`src/rtl/clk_div_pkg.sv`:
```
// Shared types and default sizing for the burst clock divider.
package clk_div_pkg;

  localparam int unsigned CNT_W_DEF   = 8;
  localparam int unsigned BURST_W_DEF = 5;
  localparam int unsigned NUM_PH_DEF  = 2;

  typedef enum logic [1:0] {
    StIdle  = 2'd0,
    StRun   = 2'd1,
    StDrain = 2'd2
  } state_e;

endpackage

```
`src/rtl/clk_div_burst_if.sv`:
```
// Control and status bundle between a burst requester and clk_div_burst.
interface clk_div_burst_if #(
  parameter int unsigned CNT_W   = clk_div_pkg::CNT_W_DEF,
  parameter int unsigned BURST_W = clk_div_pkg::BURST_W_DEF,
  parameter int unsigned NUM_PH  = clk_div_pkg::NUM_PH_DEF
);

  logic               en;
  logic               start;
  logic               stop;
  logic [CNT_W-1:0]   div_ratio;
  logic [BURST_W-1:0] num_cycles;
  logic [NUM_PH-1:0]  clk_cmp;
  logic               busy;
  logic               done;

  modport master (
    output en, start, stop, div_ratio, num_cycles,
    input  clk_cmp, busy, done
  );

  modport slave (
    input  en, start, stop, div_ratio, num_cycles,
    output clk_cmp, busy, done
  );

endinterface

```
`src/rtl/clk_phase_dly.sv`:
```
// Registered delay line producing phase-shifted copies of the comparator clock.
module clk_phase_dly #(
  parameter int unsigned NUM_PH = clk_div_pkg::NUM_PH_DEF
) (
  input  logic              clk,
  input  logic              rst_n,
  input  logic              clr,
  input  logic              ph0,
  output logic [NUM_PH-1:0] ph
);

  if (NUM_PH > 1) begin : g_dly
    logic [NUM_PH-2:0] dly_q;

    always_ff @(posedge clk or negedge rst_n) begin
      if (!rst_n) begin
        dly_q <= '0;
      end else if (clr) begin
        dly_q <= '0;
      end else begin
        dly_q[0] <= ph0;
        for (int k = 1; k < int'(NUM_PH) - 1; k++) begin
          dly_q[k] <= dly_q[k-1];
        end
      end
    end

    assign ph = {dly_q, ph0};
  end else begin : g_none
    assign ph = ph0;
  end

endmodule

```
`src/rtl/clk_div_burst.sv`:
```
// Burst clock generator: emits N periods of a 2H-cycle clock (or free-runs until
// stop), followed by a drain window and a one-cycle done pulse.
module clk_div_burst #(
  parameter int unsigned CNT_W   = clk_div_pkg::CNT_W_DEF,
  parameter int unsigned BURST_W = clk_div_pkg::BURST_W_DEF,
  parameter int unsigned NUM_PH  = clk_div_pkg::NUM_PH_DEF
) (
  input logic            clk,
  input logic            rst_n,
  clk_div_burst_if.slave bus
);
  import clk_div_pkg::*;

  // Drain length is up to H + NUM_PH - 1, so a few bits of headroom over CNT_W.
  localparam int unsigned DCNT_W = CNT_W + 4;

  state_e             state_q, state_d;
  logic               clk0_q, clk0_d;
  logic [CNT_W-1:0]   hcnt_q, hcnt_d;
  logic [BURST_W-1:0] bcnt_q, bcnt_d;
  logic [DCNT_W-1:0]  dcnt_q, dcnt_d;
  logic [CNT_W-1:0]   h_q, h_d;
  logic [BURST_W-1:0] n_q, n_d;
  logic               stop_pend_q, stop_pend_d;
  logic               busy_q, busy_d;
  logic               done_q, done_d;

  logic [CNT_W-1:0]   h_eff;
  logic               last_fall;

  assign h_eff = (bus.div_ratio == '0) ? CNT_W'(1) : bus.div_ratio;

  // Fixed bursts end on the Nth fall; free-run ends on the first fall after stop.
  assign last_fall = (n_q != '0) ? (bcnt_q == n_q - BURST_W'(1))
                                 : (stop_pend_q | bus.stop);

  always_comb begin
    state_d     = state_q;
    clk0_d      = clk0_q;
    hcnt_d      = hcnt_q;
    bcnt_d      = bcnt_q;
    dcnt_d      = dcnt_q;
    h_d         = h_q;
    n_d         = n_q;
    stop_pend_d = stop_pend_q;
    busy_d      = busy_q;
    done_d      = 1'b0;

    if (!bus.en) begin
      state_d     = StIdle;
      clk0_d      = 1'b0;
      hcnt_d      = '0;
      bcnt_d      = '0;
      dcnt_d      = '0;
      stop_pend_d = 1'b0;
      busy_d      = 1'b0;
    end else begin
      unique case (state_q)
        StIdle: begin
          // A start coinciding with the done pulse is dropped.
          if (bus.start && !done_q) begin
            h_d         = h_eff;
            n_d         = bus.num_cycles;
            hcnt_d      = h_eff - CNT_W'(1);
            bcnt_d      = '0;
            stop_pend_d = 1'b0;
            clk0_d      = 1'b1;
            busy_d      = 1'b1;
            state_d     = StRun;
          end
        end
        StRun: begin
          if (bus.stop && (n_q == '0)) begin
            stop_pend_d = 1'b1;
          end
          if (hcnt_q == '0) begin
            hcnt_d = h_q - CNT_W'(1);
            clk0_d = ~clk0_q;
            if (clk0_q) begin
              if (last_fall) begin
                state_d = StDrain;
                dcnt_d  = DCNT_W'(h_q) + DCNT_W'(NUM_PH) - DCNT_W'(2);
              end else if (n_q != '0) begin
                bcnt_d = bcnt_q + BURST_W'(1);
              end
            end
          end else begin
            hcnt_d = hcnt_q - CNT_W'(1);
          end
        end
        StDrain: begin
          if (dcnt_q == '0) begin
            state_d = StIdle;
            busy_d  = 1'b0;
            done_d  = 1'b1;
          end else begin
            dcnt_d = dcnt_q - DCNT_W'(1);
          end
        end
        default: begin
          state_d = StIdle;
          clk0_d  = 1'b0;
          busy_d  = 1'b0;
        end
      endcase
    end
  end

  always_ff @(posedge clk or negedge rst_n) begin
    if (!rst_n) begin
      state_q     <= StIdle;
      clk0_q      <= 1'b0;
      hcnt_q      <= '0;
      bcnt_q      <= '0;
      dcnt_q      <= '0;
      h_q         <= '0;
      n_q         <= '0;
      stop_pend_q <= 1'b0;
      busy_q      <= 1'b0;
      done_q      <= 1'b0;
    end else begin
      state_q     <= state_d;
      clk0_q      <= clk0_d;
      hcnt_q      <= hcnt_d;
      bcnt_q      <= bcnt_d;
      dcnt_q      <= dcnt_d;
      h_q         <= h_d;
      n_q         <= n_d;
      stop_pend_q <= stop_pend_d;
      busy_q      <= busy_d;
      done_q      <= done_d;
    end
  end

  clk_phase_dly #(
    .NUM_PH(NUM_PH)
  ) u_phase_dly (
    .clk  (clk),
    .rst_n(rst_n),
    .clr  (!bus.en),
    .ph0  (clk0_q),
    .ph   (bus.clk_cmp)
  );

  assign bus.busy = busy_q;
  assign bus.done = done_q;

endmodule

```
`src/flat_wrapper.sv`:
```
// flat-port wrapper written by rule: the top's interface ports become plain ports
module clk_div_burst_flat import clk_div_pkg::*;
#(
  parameter int unsigned CNT_W   = clk_div_pkg::CNT_W_DEF,
  parameter int unsigned BURST_W = clk_div_pkg::BURST_W_DEF,
  parameter int unsigned NUM_PH  = clk_div_pkg::NUM_PH_DEF
)
  (clk, rst_n, bus_en, bus_start, bus_stop, bus_div_ratio, bus_num_cycles, bus_clk_cmp, bus_busy, bus_done);
  clk_div_burst_if #(.CNT_W(CNT_W), .BURST_W(BURST_W), .NUM_PH(NUM_PH)) bus_i ();
  input logic clk;
  input logic rst_n;
  input wire logic [$bits(bus_i.en)-1:0] bus_en;
  input wire logic [$bits(bus_i.start)-1:0] bus_start;
  input wire logic [$bits(bus_i.stop)-1:0] bus_stop;
  input wire logic [$bits(bus_i.div_ratio)-1:0] bus_div_ratio;
  input wire logic [$bits(bus_i.num_cycles)-1:0] bus_num_cycles;
  output wire logic [$bits(bus_i.clk_cmp)-1:0] bus_clk_cmp;
  output wire logic [$bits(bus_i.busy)-1:0] bus_busy;
  output wire logic [$bits(bus_i.done)-1:0] bus_done;
  assign bus_i.en = bus_en;
  assign bus_i.start = bus_start;
  assign bus_i.stop = bus_stop;
  assign bus_i.div_ratio = bus_div_ratio;
  assign bus_i.num_cycles = bus_num_cycles;
  assign bus_clk_cmp = bus_i.clk_cmp;
  assign bus_busy = bus_i.busy;
  assign bus_done = bus_i.done;
  clk_div_burst #(.CNT_W(CNT_W), .BURST_W(BURST_W), .NUM_PH(NUM_PH)) u_core (.clk(clk), .rst_n(rst_n), .bus(bus_i));
endmodule
```
`config.mk`:
```
export PLATFORM = sky130hd
export DESIGN_NAME = clk_div_burst_flat
export DESIGN_NICKNAME = d
export VERILOG_FILES = /design/src/rtl/clk_div_pkg.sv /design/src/rtl/clk_div_burst_if.sv /design/src/rtl/clk_phase_dly.sv /design/src/rtl/clk_div_burst.sv /design/src/flat_wrapper.sv
export SDC_FILE = /design/constraint.sdc
export NUM_CORES = 1
export LEC_CHECK = 0
export ABC_AREA = 0
export CORE_MARGIN = 1
export CORE_UTILIZATION = 60
export DETAILED_ROUTE_END_ITERATION = 6
export GPL_ROUTABILITY_DRIVEN = 1
export HOLD_SLACK_MARGIN = 0.08
export PLACE_DENSITY_LB_ADDON = 0.2
export SLEW_MARGIN = 20
export SYNTH_ARGS = -nofsm -noshare
export SYNTH_HDL_FRONTEND = slang
export SYNTH_HIERARCHICAL = 1
export SYNTH_SLANG_ARGS = --single-unit
```
`constraint.sdc`:
```
create_clock -name clk -period 4.3 [get_ports clk]
set_input_delay 0.645 -clock clk [delete_from_list [all_inputs] [get_ports clk]]
set_output_delay 0.645 -clock clk [all_outputs]
set_load 0.1 [all_outputs]
```
# Word-level counts from Yosys, hierarchy flattened

Cells that the tools add are included.

Reductions and logical operators: 17
$add $sub $neg: 8
Equal/unequal tests: 16
Mux-type cells: 41
Bitwise operators: 2

Operators with widths:

| kind                  | count |
|---|---|
| $mux 12               | 5 |
| $mux 8                | 4 |
| $mux 5                | 6 |
| $pmux 12 s2           | 1 |
| $sub 8x1->8 const B   | 3 |
| $ne 3x2->1 const B    | 7 |
| $logic_not 8->1       | 2 |
| $pmux 8 s2            | 1 |
| $mux 1                | 13 |
| $logic_not 12->1      | 1 |
| $mux 2                | 6 |
| $reduce_and 3->1      | 4 |
| $sub 12x1->12 const B | 1 |
| $sub 12x2->12 const B | 1 |
| $pmux 5 s2            | 1 |
| $reduce_and 5->1      | 2 |
| $add 8x2->9 const B   | 1 |
| $ne 3x1->1 const B    | 2 |
| $ne 3x3->1 const B    | 2 |
| $pmux 1 s3            | 2 |
| $pmux 2 s3            | 1 |
| $reduce_and 6->1      | 1 |
| $add 5x1->5 const B   | 1 |
| $eq 5x5->1            | 1 |
| 13 further kinds      | 15 |

Output and inout port bits: 4
Input port bits: 18
Register bits: 45

# Depth between registers and ports, before layout

Word-level depth: 8
Depth in mapped cells: 10
Depth with buffers taken out: 10

# Hierarchy

Netlist, hierarchy kept.

By module, submodules not included:

| module        | area an instance (um^2) | cells an instance | times used |
|---|---|---|---|
| clk_div_burst | 2713.9                  | 299               | 1 |
| clk_phase_dly | 53.8                    | 4                 | 1 |

# Worst setup path after synthesis

Ideal clock, no wire load.

Path type: input-to-reg
Start: input bus_en
End: register u_core.h_q[6]
Required time: 4.175 ns
Cell stages on the path: 6
Buffers on the path: 2
Arrival time: 2.220 ns
Setup time: 0.125 ns
Path slack: 1.955 ns
Cell sequence: clkbuf_2 nor2b_1 o21ai_1 nor2_1 buf_2 mux2_2

Cells in the longest elaborated chain, start to end: 1

RTL lines:

| item                       | RTL line             | source |
|---|---|---|
| from (decl)                | flat_wrapper.sv:12   | `input wire logic [$bits(bus_i.en)-1:0] bus_en;` |
| $reduce_and 3->1 (no line) | n/a                  |  |
| to (signal assigned)       | clk_div_burst.sv:116 | `h_q <= '0;` |
| to (signal assigned)       | clk_div_burst.sv:127 | `h_q <= h_d;` |
| to (decl)                  | clk_div_burst.sv:22  | `logic [CNT_W-1:0] h_q, h_d;` |

Every way passes these cells.
A chain may end at the register's enable or synchronous reset.

# Worst setup path after layout

Start: input bus_en
End: register u_core.h_q[2]

Same word-level chain as after synthesis.

==> impl_metrics.env <==
export IMPL_final_antenna_net_count=0
export IMPL_crit_type="primary input to flop"
export IMPL_synth_most_common_cell="dfrtp_1"
export IMPL_yosysTopAreaCell="dfrtp_1"
export IMPL_cts_buffer_depth=2
export IMPL_cts_root_buf="clkbuf_8"
export IMPL_post_cts_buffers=0
export IMPL_end_kind="flop"
export IMPL_r2r_cells=8
export IMPL_grt_pass1_wl_mm=10.6
export IMPL_slew_violations=0
export IMPL_fp_coreArea_um2=4380
export IMPL_hold_worst_slack_ns=0.335
export IMPL_rsz0062_at_grt="false"
export IMPL_clk_pin_slew_ns=0.08
export IMPL_hold_violations=0
export IMPL_drt_met1_wl_mm=2.85
export IMPL_htree_levels=2
export IMPL_viasPerCell=6.40
export IMPL_startpoint="bus_en"
export IMPL_totalPowerFinal_uw=1450
export IMPL_drt_iter0_markers=214
export IMPL_synth_avg_cell_area_um2=9.13
export IMPL_vias=2382
export IMPL_diodes=0
export IMPL_cp_required_ns=4.48
export IMPL_cts_sinks=45
export IMPL_p_per_area_nw_per_um2=474
export IMPL_cts_resized=0
export IMPL_layout_worst_path_cycle_share=0.666
export IMPL_p_leak_uw=0.00128
export IMPL_syn2layout_area_growth_pct=10.3
export IMPL_seq_power_share=0.428
export IMPL_syn_area_um2=2770
export IMPL_synth_edff_count=0
export IMPL_r2r_start="u_core/n_q[0]"
export IMPL_drive_above_1_share=0.103
export IMPL_ir_worst_vdd_uv=240
export IMPL_synthFlopType="dfrtp_1"
export IMPL_std_cell_rows=24
export IMPL_synthCells=303
export IMPL_fmax_mhz=349
export IMPL_ys_warn_count=6
export IMPL_die_w_um=69.9
export IMPL_period_needed_ns=2.86
export IMPL_clock_latency_ns=0.30
export IMPL_layoutNonFillerInstCount=372
export IMPL_ios=22
export IMPL_yosys_cell_types_count=59
export IMPL_worst_pin_slew_ns=0.962
export IMPL_p_switching_uw=583
export IMPL_portBuffers=21
export IMPL_drc=0
export IMPL_crit_end="u_core/h_q[2]"
export IMPL_hold_class="primary input to asynchronous set/reset pin"
export IMPL_pwr_share_comb=0.397
export IMPL_overflow=0
export IMPL_cp_start_kind="primary input"
export IMPL_cts_tree="built"
export IMPL_r2r_setup_slack_ns=1.56
export IMPL_hpwl_mm=4.47
export IMPL_synth_commonest_cells="dfrtp_1 (45), nor2_1 (42), nand2_1 (22), o21ai_0 (21), o31ai_1 (17)"
export IMPL_cts_made_buffers=5
export IMPL_finClkSkew_ns=0.00547
export IMPL_setup_viol=0
export IMPL_relSlewSlack=0.357
export IMPL_highest_layer="met4"
export IMPL_postCtsHoldBufs=0
export IMPL_synth_area_leaders="dfrtp_1 (41%), nor2_1 (5.7%), o31ai_1 (4.6%), mux2_2 (4.5%), o21ai_0 (3.8%)"
export IMPL_wl_met3_um=264
export IMPL_switching_share=0.403
export IMPL_ys_ff_latch=45
export IMPL_grt_max_degree=46
export IMPL_grt_use_total=0.273
export IMPL_synth_top_cell_area_share=0.407
export IMPL_worstPathMaxFanout=10
export IMPL_dieHeight_um=69.9
export IMPL_die_area_um2=4890
export IMPL_antenna_found_initial=0
export IMPL_met2_wirelength_mm=2.98
export IMPL_grt_pass1_vias=2287
export IMPL_drt_total_wl_mm=6.17
export IMPL_dr_pass1_iters=5
export IMPL_drv_cap=0
export IMPL_outcome="completed"
export IMPL_async_flop_share=1.00
export IMPL_fill_cells=365
export IMPL_seq_area_frac_synth=0.407
export IMPL_dp_cells=364
export IMPL_fin_nets=341
export IMPL_syn_nets=325
export IMPL_fin_tns_setup_ns=0
export IMPL_timing_rr_end="u_core/dcnt_q[9]"
export IMPL_p_clk_frac=0.175
export IMPL_start_util=0.631
export IMPL_avgRoutedWirePerCell_um=16.6
export IMPL_gp_routability_congestion=0.924
export IMPL_cp_arrival_ns=3.05
export IMPL_p_int_uw=864
-- registers in the layout, summed over array words and instances (netlist names) --
signal	count
u_core/dcnt_q	12
u_core/h_q	8
u_core/hcnt_q	8
u_core/bcnt_q	5
u_core/n_q	5
u_core/state_q	2
u_core/bus.busy	1
u_core/bus.done	1
u_core/clk0_q	1
u_core/stop_pend_q	1
u_core/u_phase_dly/g_dly.dly_q	1
-- how the worst min path moves through the flow --
stage,start,endpoint,cells after the start
finish,rst_n,u_core/dcnt_q[7],1
global route,rst_n,u_core/dcnt_q[7],1
CTS,u_core/stop_pend_q,u_core/stop_pend_q,2
detailed placement,u_core/stop_pend_q,u_core/stop_pend_q,2
global placement,u_core/stop_pend_q,u_core/stop_pend_q,2
floorplan,rst_n,u_core/bcnt_q[0],0
-- power by group through the flow --
stage / combinational [uW] / clock [uW] / sequential [uW]
after floorplan: 450 / 0 / 604
after global placement: 553 / 0 / 623
after detailed placement: 564 / 0 / 626
after CTS: 569 / 259 / 617
after global routing: 633 / 276 / 633
final: 574 / 254 / 619
-- layout by cell type (no fill, tap or decap), drive strengths merged, types with 3 or more instances in the layout --
cell type      instances
xnor2                  6
o22a                   3
nor2                  42
nand4                  3
and3                   3
o31ai                 17
mux2                  11
ha                     4
nor3                  10
xor2                   8
clkdlybuf4s50         20
or3                    4
nand2b                 5
o21ai                 23
nor2b                  6
nor4                   5
nand2                 22
nand3                  7
clkbuf                 8
dfrtp                 45
or4                    4
or2                    4
a21oi                 16
inv                    9
a41oi                  3
a22oi                  3
-- area by class of cell --
| type | count | area (um2) | area share |
|---|---|---|---|
| timing repair buffer | 22 | 215 | 0.0705 |
| sequential | 45 | 1130 | 0.369 |
| inverter | 9 | 33.8 | 0.0111 |
| multi-input combinational | 236 | 1530 | 0.502 |
| tap | 52 | 65.1 | 0.0213 |
| clock buffer | 8 | 80.1 | 0.0262 |
-- cells by family (layout without fill, tap and decap cells) --
kind of cell | after synthesis | count (layout) | synth area share
simple gates | 122 | 122 | 0.236
mux | 12 | 12 | 0.0484
xor+xnor | 14 | 14 | 0.0443
flops | 45 | 45 | 0.407
buf+inv | 22 | 39 | 0.0393
fa+ha+maj | 4 | 4 | 0.0181
compound gates | 84 | 84 | 0.208
-- metal layers --
metal  up-vias  global-route usage
met5         -                   0
met4         0              0.0889
met3         7              0.0534
met2        66               0.436
met1      1170               0.375
li1       1139                   -
-- through the flow --
stage	instance area (um2)	setup slack (ns)	utilization
3_5_place_dp	2970	1.18	0.678
3_3_place_gp	2970	1.25	0.678
4_1_cts	3050	1.49	0.696
5_1_grt	3050	1.27	0.696
6_report	3050	1.44	0.696
2_1_floorplan	2770	1.96	-
-- critical path, stage by stage --
cell,delay (ns)
clkdlybuf4s50_1,0.61
nor2b_1,0.30
o21ai_1,0.29
nor2_1,0.57
buf_4,0.28
mux2_2,0.34
Note: power is estimated with default switching activity, not from simulation.
